--- config.mk ---
export PLATFORM = sky130hd
export DESIGN_NAME = rr_grant_sequencer_flat
export DESIGN_NICKNAME = d
export VERILOG_FILES = /design/src/rtl/rr_grant_sequencer_if.sv /design/src/rtl/rr_grant_sequencer.sv /design/src/flat_wrapper.sv
export SDC_FILE = /design/constraint.sdc
export NUM_CORES = 1
export LEC_CHECK = 0
export ABC_AREA = 1
export CAP_MARGIN = 25
export CORE_UTILIZATION = 60
export DETAILED_ROUTE_END_ITERATION = 8
export DONT_BUFFER_PORTS = 1
export PLACE_DENSITY = 0.78
export SYNTH_ARGS = -nofsm -noshare
export SYNTH_HDL_FRONTEND = slang
export SYNTH_SLANG_ARGS = --single-unit
--- constraint.sdc ---
create_clock -name clk -period 3.1 [get_ports clk]
set_input_delay 0.775 -clock clk [delete_from_list [all_inputs] [get_ports clk]]
set_output_delay 0.775 -clock clk [all_outputs]
set_load 0.05 [all_outputs]
--- src/rtl/rr_grant_sequencer_if.sv ---
// ----------------------------------------------------------------------------
// rr_grant_sequencer_if
// Purpose : grant handshake between rr_grant_sequencer (producer) and its
//           consumer. A grant is transferred when o__grant__valid and
//           i__grant__ready are both high on a rising clock edge.
// Signals : o__grant__valid  grant present (driven by the arbiter)
//           o__grant__id     granted port id (driven by the arbiter)
//           i__grant__ready  consumer accepts the grant this cycle
// Modports: master - arbiter side, slave - consumer side
// ----------------------------------------------------------------------------
interface rr_grant_sequencer_if #(
    parameter int unsigned ID_WIDTH = 3
) ();
    logic                o__grant__valid;
    logic [ID_WIDTH-1:0] o__grant__id;
    logic                i__grant__ready;

    modport master (
        output o__grant__valid,
        output o__grant__id,
        input  i__grant__ready
    );

    modport slave (
        input  o__grant__valid,
        input  o__grant__id,
        output i__grant__ready
    );
endinterface

--- src/rtl/rr_grant_sequencer.sv ---
// ----------------------------------------------------------------------------
// rr_grant_sequencer
// Purpose : round-robin arbiter over NUM_PORTS level-sensitive request lines.
//           Issues one registered grant (port id) per valid/ready handshake.
//           The priority pointer wraps at a runtime limit
//           lim = min(i__max_port, NUM_PORTS-1); requests above lim are ignored.
// Build option:
//           RR_BURST_EN - when defined, adds the BURST_WIDTH parameter, the
//           i__burst_max port and a burst counter that lets the granted port
//           win up to i__burst_max extra consecutive grants while it keeps
//           requesting. Undefined: pure round-robin.
// Ports   : clk          clock, all state on posedge
//           reset        asynchronous, active-low
//           i__max_port  highest participating port / pointer wrap point
//           i__burst_max extra consecutive grants per port (RR_BURST_EN only)
//           i__req       per-port request
//           grant_if     grant handshake (master modport)
//           o__ptr       current priority pointer (status)
// ----------------------------------------------------------------------------
module rr_grant_sequencer #(
    parameter int unsigned NUM_PORTS   = 8,
    parameter int unsigned ID_WIDTH    = 3
`ifdef RR_BURST_EN
    ,
    parameter int unsigned BURST_WIDTH = 3
`endif
) (
    input  logic                   clk,
    input  logic                   reset,
    input  logic [ID_WIDTH-1:0]    i__max_port,
`ifdef RR_BURST_EN
    input  logic [BURST_WIDTH-1:0] i__burst_max,
`endif
    input  logic [NUM_PORTS-1:0]   i__req,
    rr_grant_sequencer_if.master   grant_if,
    output logic [ID_WIDTH-1:0]    o__ptr
);

    localparam logic [ID_WIDTH-1:0] LAST_PORT = ID_WIDTH'(NUM_PORTS - 1);

    // Registered state
    logic                 r_valid;
    logic [ID_WIDTH-1:0]  r_id;
    logic [ID_WIDTH-1:0]  r_ptr;

    // Combinational arbitration signals
    logic                 w_hs;
    logic                 w_load;
    logic [ID_WIDTH-1:0]  w_lim;
    logic [ID_WIDTH-1:0]  w_ptr_next;
    logic [ID_WIDTH-1:0]  w_start;
    logic [NUM_PORTS-1:0] w_req_masked;
    logic                 w_any;
    logic                 w_found_hi;
    logic                 w_found_lo;
    logic [ID_WIDTH-1:0]  w_win_hi;
    logic [ID_WIDTH-1:0]  w_win_lo;
    logic [ID_WIDTH-1:0]  w_winner;

`ifdef RR_BURST_EN
    logic [BURST_WIDTH-1:0] r_bc;
    logic [BURST_WIDTH-1:0] w_bc_next;
    logic                   w_stay;
`endif

    // Pointer advance: past the wrap point goes back to port 0.
    function automatic logic [ID_WIDTH-1:0] f_wrap(
        input logic [ID_WIDTH-1:0] x,
        input logic [ID_WIDTH-1:0] lim
    );
        return (x >= lim) ? '0 : x + ID_WIDTH'(1);
    endfunction

    assign w_lim  = (i__max_port > LAST_PORT) ? LAST_PORT : i__max_port;
    assign w_hs   = r_valid & grant_if.i__grant__ready;
    assign w_load = ~r_valid | grant_if.i__grant__ready;

`ifdef RR_BURST_EN
    // Keep favouring the current port while it still requests and its
    // burst allowance is not used up.
    assign w_stay = (r_bc != i__burst_max) && i__req[r_id];
`endif

    // Next pointer; only a handshake moves it.
    always_comb begin
        w_ptr_next = r_ptr;
`ifdef RR_BURST_EN
        w_bc_next  = r_bc;
        if (w_hs) begin
            if (w_stay) begin
                w_ptr_next = r_id;
                w_bc_next  = r_bc + BURST_WIDTH'(1);
            end else begin
                w_ptr_next = f_wrap(r_id, w_lim);
                w_bc_next  = '0;
            end
        end
`else
        if (w_hs) begin
            w_ptr_next = f_wrap(r_id, w_lim);
        end
`endif
    end

    // A pointer left above a lowered limit restarts the scan at port 0.
    assign w_start = (w_ptr_next > w_lim) ? '0 : w_ptr_next;

    always_comb begin
        w_req_masked = '0;
        for (int unsigned k = 0; k < NUM_PORTS; k++) begin
            w_req_masked[k] = i__req[k] && (ID_WIDTH'(k) <= w_lim);
        end
    end

    // Rotating priority split into two ascending scans: the first request at
    // or above the start point wins; otherwise the first one below it.
    always_comb begin
        w_found_hi = 1'b0;
        w_found_lo = 1'b0;
        w_win_hi   = '0;
        w_win_lo   = '0;
        for (int unsigned k = 0; k < NUM_PORTS; k++) begin
            if (w_req_masked[k]) begin
                if (ID_WIDTH'(k) >= w_start) begin
                    if (!w_found_hi) begin
                        w_found_hi = 1'b1;
                        w_win_hi   = ID_WIDTH'(k);
                    end
                end else begin
                    if (!w_found_lo) begin
                        w_found_lo = 1'b1;
                        w_win_lo   = ID_WIDTH'(k);
                    end
                end
            end
        end
    end

    assign w_any    = |w_req_masked;
    assign w_winner = w_found_hi ? w_win_hi : w_win_lo;

    always_ff @(posedge clk or negedge reset) begin
        if (!reset) begin
            r_valid <= 1'b0;
            r_id    <= '0;
            r_ptr   <= '0;
`ifdef RR_BURST_EN
            r_bc    <= '0;
`endif
        end else begin
            r_ptr <= w_ptr_next;
`ifdef RR_BURST_EN
            r_bc  <= w_bc_next;
`endif
            if (w_load) begin
                r_valid <= w_any;
                if (w_any) begin
                    r_id <= w_winner;
`ifdef RR_BURST_EN
                    // Switching to another port starts a fresh burst.
                    if (w_winner != r_id) begin
                        r_bc <= '0;
                    end
`endif
                end
            end
        end
    end

    assign grant_if.o__grant__valid = r_valid;
    assign grant_if.o__grant__id    = r_id;
    assign o__ptr                   = r_ptr;

    // A held grant must not change or drop before it is accepted.
    a_grant_held: assert property (
        @(posedge clk) disable iff (!reset)
        (r_valid && !grant_if.i__grant__ready) |=> (r_valid && $stable(r_id))
    );

    a_id_range: assert property (
        @(posedge clk) disable iff (!reset)
        r_valid |-> (r_id <= LAST_PORT)
    );

endmodule

--- src/flat_wrapper.sv ---
// flat-port wrapper written by rule: the top's interface ports become plain ports
module rr_grant_sequencer_flat 
#(
    parameter int unsigned NUM_PORTS   = 8,
    parameter int unsigned ID_WIDTH    = 3

)
  (clk, reset, i__max_port, i__req, o__ptr, grant_if_o__grant__valid, grant_if_o__grant__id, grant_if_i__grant__ready);
  rr_grant_sequencer_if #(.ID_WIDTH(ID_WIDTH)) grant_if_i ();
  input  logic clk;
  input  logic reset;
  input  logic [ID_WIDTH-1:0] i__max_port;
  input  logic [NUM_PORTS-1:0] i__req;
  output logic [ID_WIDTH-1:0] o__ptr;
  output wire logic [$bits(grant_if_i.o__grant__valid)-1:0] grant_if_o__grant__valid;
  output wire logic [$bits(grant_if_i.o__grant__id)-1:0] grant_if_o__grant__id;
  input wire logic [$bits(grant_if_i.i__grant__ready)-1:0] grant_if_i__grant__ready;
  assign grant_if_o__grant__valid = grant_if_i.o__grant__valid;
  assign grant_if_o__grant__id = grant_if_i.o__grant__id;
  assign grant_if_i.i__grant__ready = grant_if_i__grant__ready;
  rr_grant_sequencer #(.NUM_PORTS(NUM_PORTS), .ID_WIDTH(ID_WIDTH)) u_core (.clk(clk), .reset(reset), .i__max_port(i__max_port), .i__req(i__req), .grant_if(grant_if_i), .o__ptr(o__ptr));
endmodule
==> results of run 1 <==
==> timing repair <==
item,4_1_cts,5_1_grt
buffers inserted,0,2
resized for setup,0,13
endpoints found under the setup margin,0,2
==> cell families after synthesis <==
kind of cell / count (synthesis)
AOI/OAI and AO/OA: 9
buffers and inverters: 25
DFF: 7
adders and majority gates: 7
and+or+nand+nor: 101
==> cell usage after synthesis, types with 2 or more instances <==
cell      instances
a21oi_1           3
nor2_1            9
ha_1              7
nor2_2            3
nand3_1          12
nand3b_1          2
inv_2             3
dfrtp_1           7
inv_1            20
nand3_2           5
nor3_1            2
o21ai_0           3
nand2_2           5
nand4_1           5
nand2_4           9
nand2_1          45
==> sequential cells by signal (all words and copies together) (netlist names) <==
| signal | cells |
|---|---|
| u_core.grant_if.o__grant__valid | 1 |
| u_core.grant_if.o__grant__id | 3 |
| u_core.o__ptr | 3 |
==> worst max-delay path, delay by kind of cell <==
kind | cells | cell delay [ns]
simple gates | 14 | 1.45
fa+ha+maj | 2 | 0.46
buf+inv | 5 | 0.34
==> final cells by class <==
cell class,instances,area (sq um),area share (%)
inverters,24,95.1,7.88
flip-flops and latches,7,175,14.5
repair buffers,11,82.6,6.84
well taps,16,20.0,1.66
clock buffers,4,26.3,2.18
multi-input cells,117,808,66.9
==> report_power, final <==
part | internal [mW] | switching, mW | total [mW]
Combinational | 0.335 | 0.623 | 0.959
Clock | 0.0488 | 0.0280 | 0.0768
Sequential | 0.127 | 0.0526 | 0.179
==> worst max path at each step <==
| stage | end | depth (start not counted) | slack [ns] |
|---|---|---|---|
| after floorplan | u_core.grant_if.o__grant__id[1]$_DFFE_PN0P_ | 22 | 0.16 |
| after detailed placement | u_core.grant_if.o__grant__id[1]$_DFFE_PN0P_ | 20 | -0.05 |
| after global routing | u_core.grant_if.o__grant__id[1]$_DFFE_PN0P_ | 20 | -0.01 |
| final | u_core.grant_if.o__grant__id[0]$_DFFE_PN0P_ | 21 | 0.20 |
| after global placement | u_core.grant_if.o__grant__id[1]$_DFFE_PN0P_ | 22 | 0.05 |
| after CTS | u_core.grant_if.o__grant__id[1]$_DFFE_PN0P_ | 20 | 0.21 |
==> metal layers <==
metal  up-vias  wire length (microns)  track usage, %
li1        510                      -               -
met1       431                    972            30.6
met2        35                   1190            50.3
met3         2                    119            2.98
met4         0                     25            11.3
met5         -                      0               0
==> run metrics, run 1 <==
worst-path cell chain=inv_1 -> ha_1 -> nand2_1 -> nand2_1 -> inv_1 -> nand3_2 -> nand2_4 -> inv_1 -> ha_1 -> nand3b_1 -> nand2_2 -> nand2_4 -> nand2_8 -> nand4_4 -> nand4_4 -> buf_4 -> inv_2 -> nand3b_1 -> nand3_2 -> nor2_1 -> nor2_1; CP max FO=9; largest net degree at the start of global routing=10; row cnt=14; Cell Area, Placed=between 1000 and 1500 sq um; Max Root-Sink Buffers=2; Post-Synth Adder-Cell Area=between 8 and 9%; Worst Setup SP=i__max_port[2]; hold slack=0.229 ns; GP Congestion=approximately 0.80; CTS tree=done; Placed Instances=~170; max-slew violation count=0; Setup Skew=0.00137 ns; global-route wire length before repair=3770 microns; Final nets=around 190; Antenna Nets Post-Route=0; startpoint types=primary input; P_leak=0.663 nW; #FFs+latches synth=7; pre-CTS WS=-0.0473 ns; largest family of logic cells by synthesized area=simple AND/OR/NAND/NOR gates; Worst-Skew Late Latency=about 0.24 ns; Yosys Warn Count=0; Final Worst Setup Slack=0.196 ns; Die X=roughly 43 microns; CTS clk-pin slew, worst paths=~0.05 ns; DR iter-0 viols=19; area leader, netlist=dfrtp_1; Avg Vias per Cell=around 5.5; min-delay worst type=in2async; crit path DAT=about 3.0 ns; min Tclk post-route=between 2 and 3 ns; Synth async-reset ratio=100%; relative slew slack=about two thirds; xor/xnor share of the synthesized area=0%; area delta synth->final=20.6%; Net Count, Synth=between 150 and 200; DR WL/cell=between 10 and 15 microns; Netlist cell types=25; Initial Utilization=approximately two thirds; gr ovfl total=0; final setup TNS=0 ns; Design Area, Final=~1200 sq um; Finished Layout Cells=around 180; Post-Synth Simple-Gate Area=58.8%; outcome=finished clean; vias in the first global route=930; Max Fclk=around 340 MHz; routed wire length=between 2000 and 2500 microns; synthesized area=1000 sq um; register area share after synthesis=between 15 and 20%; # setup viols final=0; Vias=around 980; antenna cells=0; drt first pass iters=4; Slew @ Worst Pin=between 0.4 and 0.5 ns; CP peak stage delay=~0.29 ns; final hold violation count=0; die area=~1800 sq um; Die H=approximately 43 microns; total number of H-tree levels=1; core area=between 1500 and 2000 sq um; Final Cycle Share=a little over nine tenths; most frequent CP cell=inv_1; maximum VDD drop=approximately 0.00077 V; worst flop-to-flop path endpoint=u_core.grant_if.o__grant__id[1]$_DFFE_PN0P_; Reg2Reg Depth=20; PortBufs=0; most frequent cells in the layout=43 x nand2_1, 20 x inv_1, 11 x nand3_1, 11 x buf_4, 9 x nor2_1; Pwr Density=1010 nW/um^2; synth top area cells=dfrtp_1 18%, nand2_1 17%, nand2_4 10%; number of enable flip-flop cells after synthesis=0; GRT Total Usage=between 20% and 30%; Compound-Gate Fraction of Synth Area=between 5 and 6%; Total Power=approximately 1.2 mW; commonest non-fill, non-tap cell in the layout=nand2_1; initial antenna violation count=0; Synth Flop Type=dfrtp_1; Hold-fix buffers, CTS=0; drt drc=0; # IOs=21; TritonCTS Buffers=3; DP Wirelength=approximately 1900 microns; clock tree sinks=7; FILL cells=115; multiplexer share of the synthesized area=0%; mean area per synthesized cell=6.72 sq um; Crit path required time=approximately 3.2 ns; max cap viols=0; Setup CP Type=in2reg; share of Yosys cell area claimed by the top area cell type=around 18%; reg2reg setup slack=between 0.3 and 0.4 ns; clk root buf=clkbuf_4; Critical-path top delay cell=ha_1; Critical Path Sink Type=flip-flop; layout cells sized above 1=between 30% and 40%; Core Util, Final=about four fifths; Syn Inst Count=149; reg2reg start=u_core.grant_if.o__grant__id[0]$_DFFE_PN0P_
Note: power is estimated with default switching activity, not from simulation.
==> inputs of run 2 (changes only) <==
TNS_END_PERCENT = 1   (was not set)
==> results of run 2 <==
Final layout, timing and power as in run 1 (identical DEF).
==> inputs of run 3 (changes only) <==
CORE_UTILIZATION = 43   (was 60)
PLACE_DENSITY = 0.6   (was 0.78)
==> run 3 against run 2 <==
  * Cell area is 3.9% higher
  * Largest power group unchanged
  * Sequential share of layout area fell by 0.55 points
  * Power up 4.8%
  * Fmax increased by 0.77%
  * Flip-flop and latch count unchanged
  * Critical path depth down 2
  * Setup slack improved by 0.022 ns
  * Worst hold slack better by 0.0026 ns
==> run metrics, run 3 (synthesized netlist as in run 1, its figures left out) <==
final setup TNS=0 ns; FILL cells=217; Psw=approximately 0.74 mW; Die X=around 50 microns; maximum VDD drop=0.000521 V; CTS tree=done; reg2reg start=u_core.grant_if.o__grant__id[0]$_DFFE_PN0P_; P_leak=roughly 0.67 nW; clock tree sinks=7; TritonCTS Buffers=3; commonest non-fill, non-tap cell in the layout=nand2_1; min Tclk post-route=~2.9 ns; internal power=0.537 mW; Crit path required time=between 3 and 4 ns; Final Cycle Share=between 90% and 100%; global-route wire length before repair=roughly 3700 microns; Critical-path top delay cell=ha_1; min-delay worst type=in2async; DP Wirelength=roughly 1900 microns; Pwr Density=1010 nW/um^2; Critical Path Sink Type=flip-flop; Vias=998; largest net degree at the start of global routing=10; Setup Skew=roughly 0.00065 ns; max-slew violation count=0; Avg Vias per Cell=just over 5; Setup CP Type=in2reg; row cnt=17; CP max FO=8; DR iter-0 viols=12; Hold-fix buffers, CTS=0; hold slack=around 0.23 ns; layout cells sized above 1=between 30 and 40%; Final Worst Setup Slack=~0.22 ns; worst flop-to-flop path endpoint=u_core.grant_if.o__grant__id[1]$_DFFE_PN0P_; DR WL/cell=between 10 and 15 microns; worst-path cell chain=inv_1 -> ha_1 -> nand2_1 -> nand2_1 -> a21oi_2 -> nand2_1 -> nand2_2 -> ha_4 -> a21oi_2 -> nand2_2 -> nand2_8 -> nand2_8 -> nand4_4 -> nand4_4 -> nor3_4 -> nand3_1 -> nand2_1 -> nand2_1 -> nand2_1; CTS clk-pin slew, worst paths=~0.05 ns; relative slew slack=68.6%; Logic pwr share=between 80 and 90%; Initial Utilization=a little under half; Max Root-Sink Buffers=2; drt drc=0; Die H=about 50 microns; Final nets=roughly 190; Cell Area, Placed=1100 sq um; final hold violation count=0; Net Sw Frac=approximately 58%; outcome=finished clean; Antenna Nets Post-Route=0; reg2reg setup slack=about 0.33 ns; Slew @ Worst Pin=0.471 ns; total number of H-tree levels=1; drt first pass iters=4; Clk network pwr share=approximately 6.0%; Reg2Reg Depth=19; Max Fclk=~350 MHz; Total Power=1.27 mW; routed wire length=about 2400 microns; startpoint types=primary input; gr ovfl total=0; RSZ-0062 raised after global routing=no; PortBufs=0; max cap viols=0; area delta synth->final=25.4%; GP Congestion=between 0.8 and 0.9; Worst-Skew Late Latency=between 0.2 and 0.25 ns; Buf+Inv Stages, Crit Path=1; CP peak stage delay=~0.28 ns; most frequent cells in the layout=42 x nand2_1, 19 x inv_1, 11 x nand3_1, 11 x buf_4, 9 x nand2_4; Sequential Power Share=roughly 14%; vias in the first global route=899; Design Area, Final=1250 sq um; initial antenna violation count=0; core area=~2200 sq um; pre-CTS WS=-0.0405 ns; # setup viols final=0; crit path DAT=just over 3 ns; # IOs=21; antenna cells=0; CP top delay family=simple AND/OR/NAND/NOR gates; GRT Total Usage=19.1%; most frequent CP cell=nand2_1; clk root buf=clkbuf_4; die area=about 2500 sq um
-- run 3: final cells by class --
| cell class | instances | area, sq um | area share, % |
|---|---|---|---|
| Clock buffer | 4 | 26.3 | 2.09 |
| Inverter | 24 | 95.1 | 7.58 |
| Multi-Input combinational cell | 118 | 841 | 67.0 |
| Sequential cell | 7 | 175 | 14.0 |
| Tap cell | 28 | 35.0 | 2.79 |
| Timing Repair Buffer | 11 | 82.6 | 6.58 |
-- run 3: how the worst max path moves through the flow --
stage	to	depth (start not counted)	slack [ns]	startpoint
2_1_floorplan	u_core.grant_if.o__grant__id[1]$_DFFE_PN0P_	22	0.16	u_core.grant_if.o__grant__id[0]$_DFFE_PN0P_
3_3_place_gp	u_core.grant_if.o__grant__id[1]$_DFFE_PN0P_	22	0.01	i__max_port[2]
3_5_place_dp	u_core.grant_if.o__grant__id[1]$_DFFE_PN0P_	20	-0.04	i__max_port[2]
4_1_cts	u_core.grant_if.o__grant__id[1]$_DFFE_PN0P_	20	0.20	i__max_port[2]
5_1_grt	u_core.grant_if.o__grant__id[0]$_DFFE_PN0P_	23	0.02	i__max_port[2]
6_report	u_core.grant_if.o__grant__id[1]$_DFFE_PN0P_	19	0.22	i__max_port[2]
-- run 3: what timing repair did --
action,CTS,global route
setup buffers,0,2
gates resized for setup,0,18
endpoints found under the setup margin,0,3
-- run 3: routing by layer --
| layer | track usage (%) | routed length (microns) | share of wire (%) | vias up |
|---|---|---|---|---|
| li1 | - | - | - | 515 |
| met1 | 23.3 | 1050 | 44 | 465 |
| met2 | 36.4 | 1260 | 52 | 16 |
| met3 | 1.52 | 74 | 3.1 | 2 |
| met4 | 2.86 | 14 | 0.58 | 0 |
| met5 | 0 | 0 | 0 | - |
-- run 3: metrics by stage --
step                      utilization (%)  cells
after floorplan                         -    149
after global placement               49.7    185
after detailed placement             49.7    185
after CTS                            50.9    189
after global routing                 56.7    192
final                                56.7    192
-- run 3: power groups by stage --
stage               Combinational, mW  Sequential, mW  Clock (mW)
floorplan                       0.541           0.280           0
global placement                0.810           0.176           0
detailed placement              0.824           0.178           0
CTS                             0.828           0.176      0.0800
global route                     1.10           0.179      0.0875
finish                           1.02           0.176      0.0764
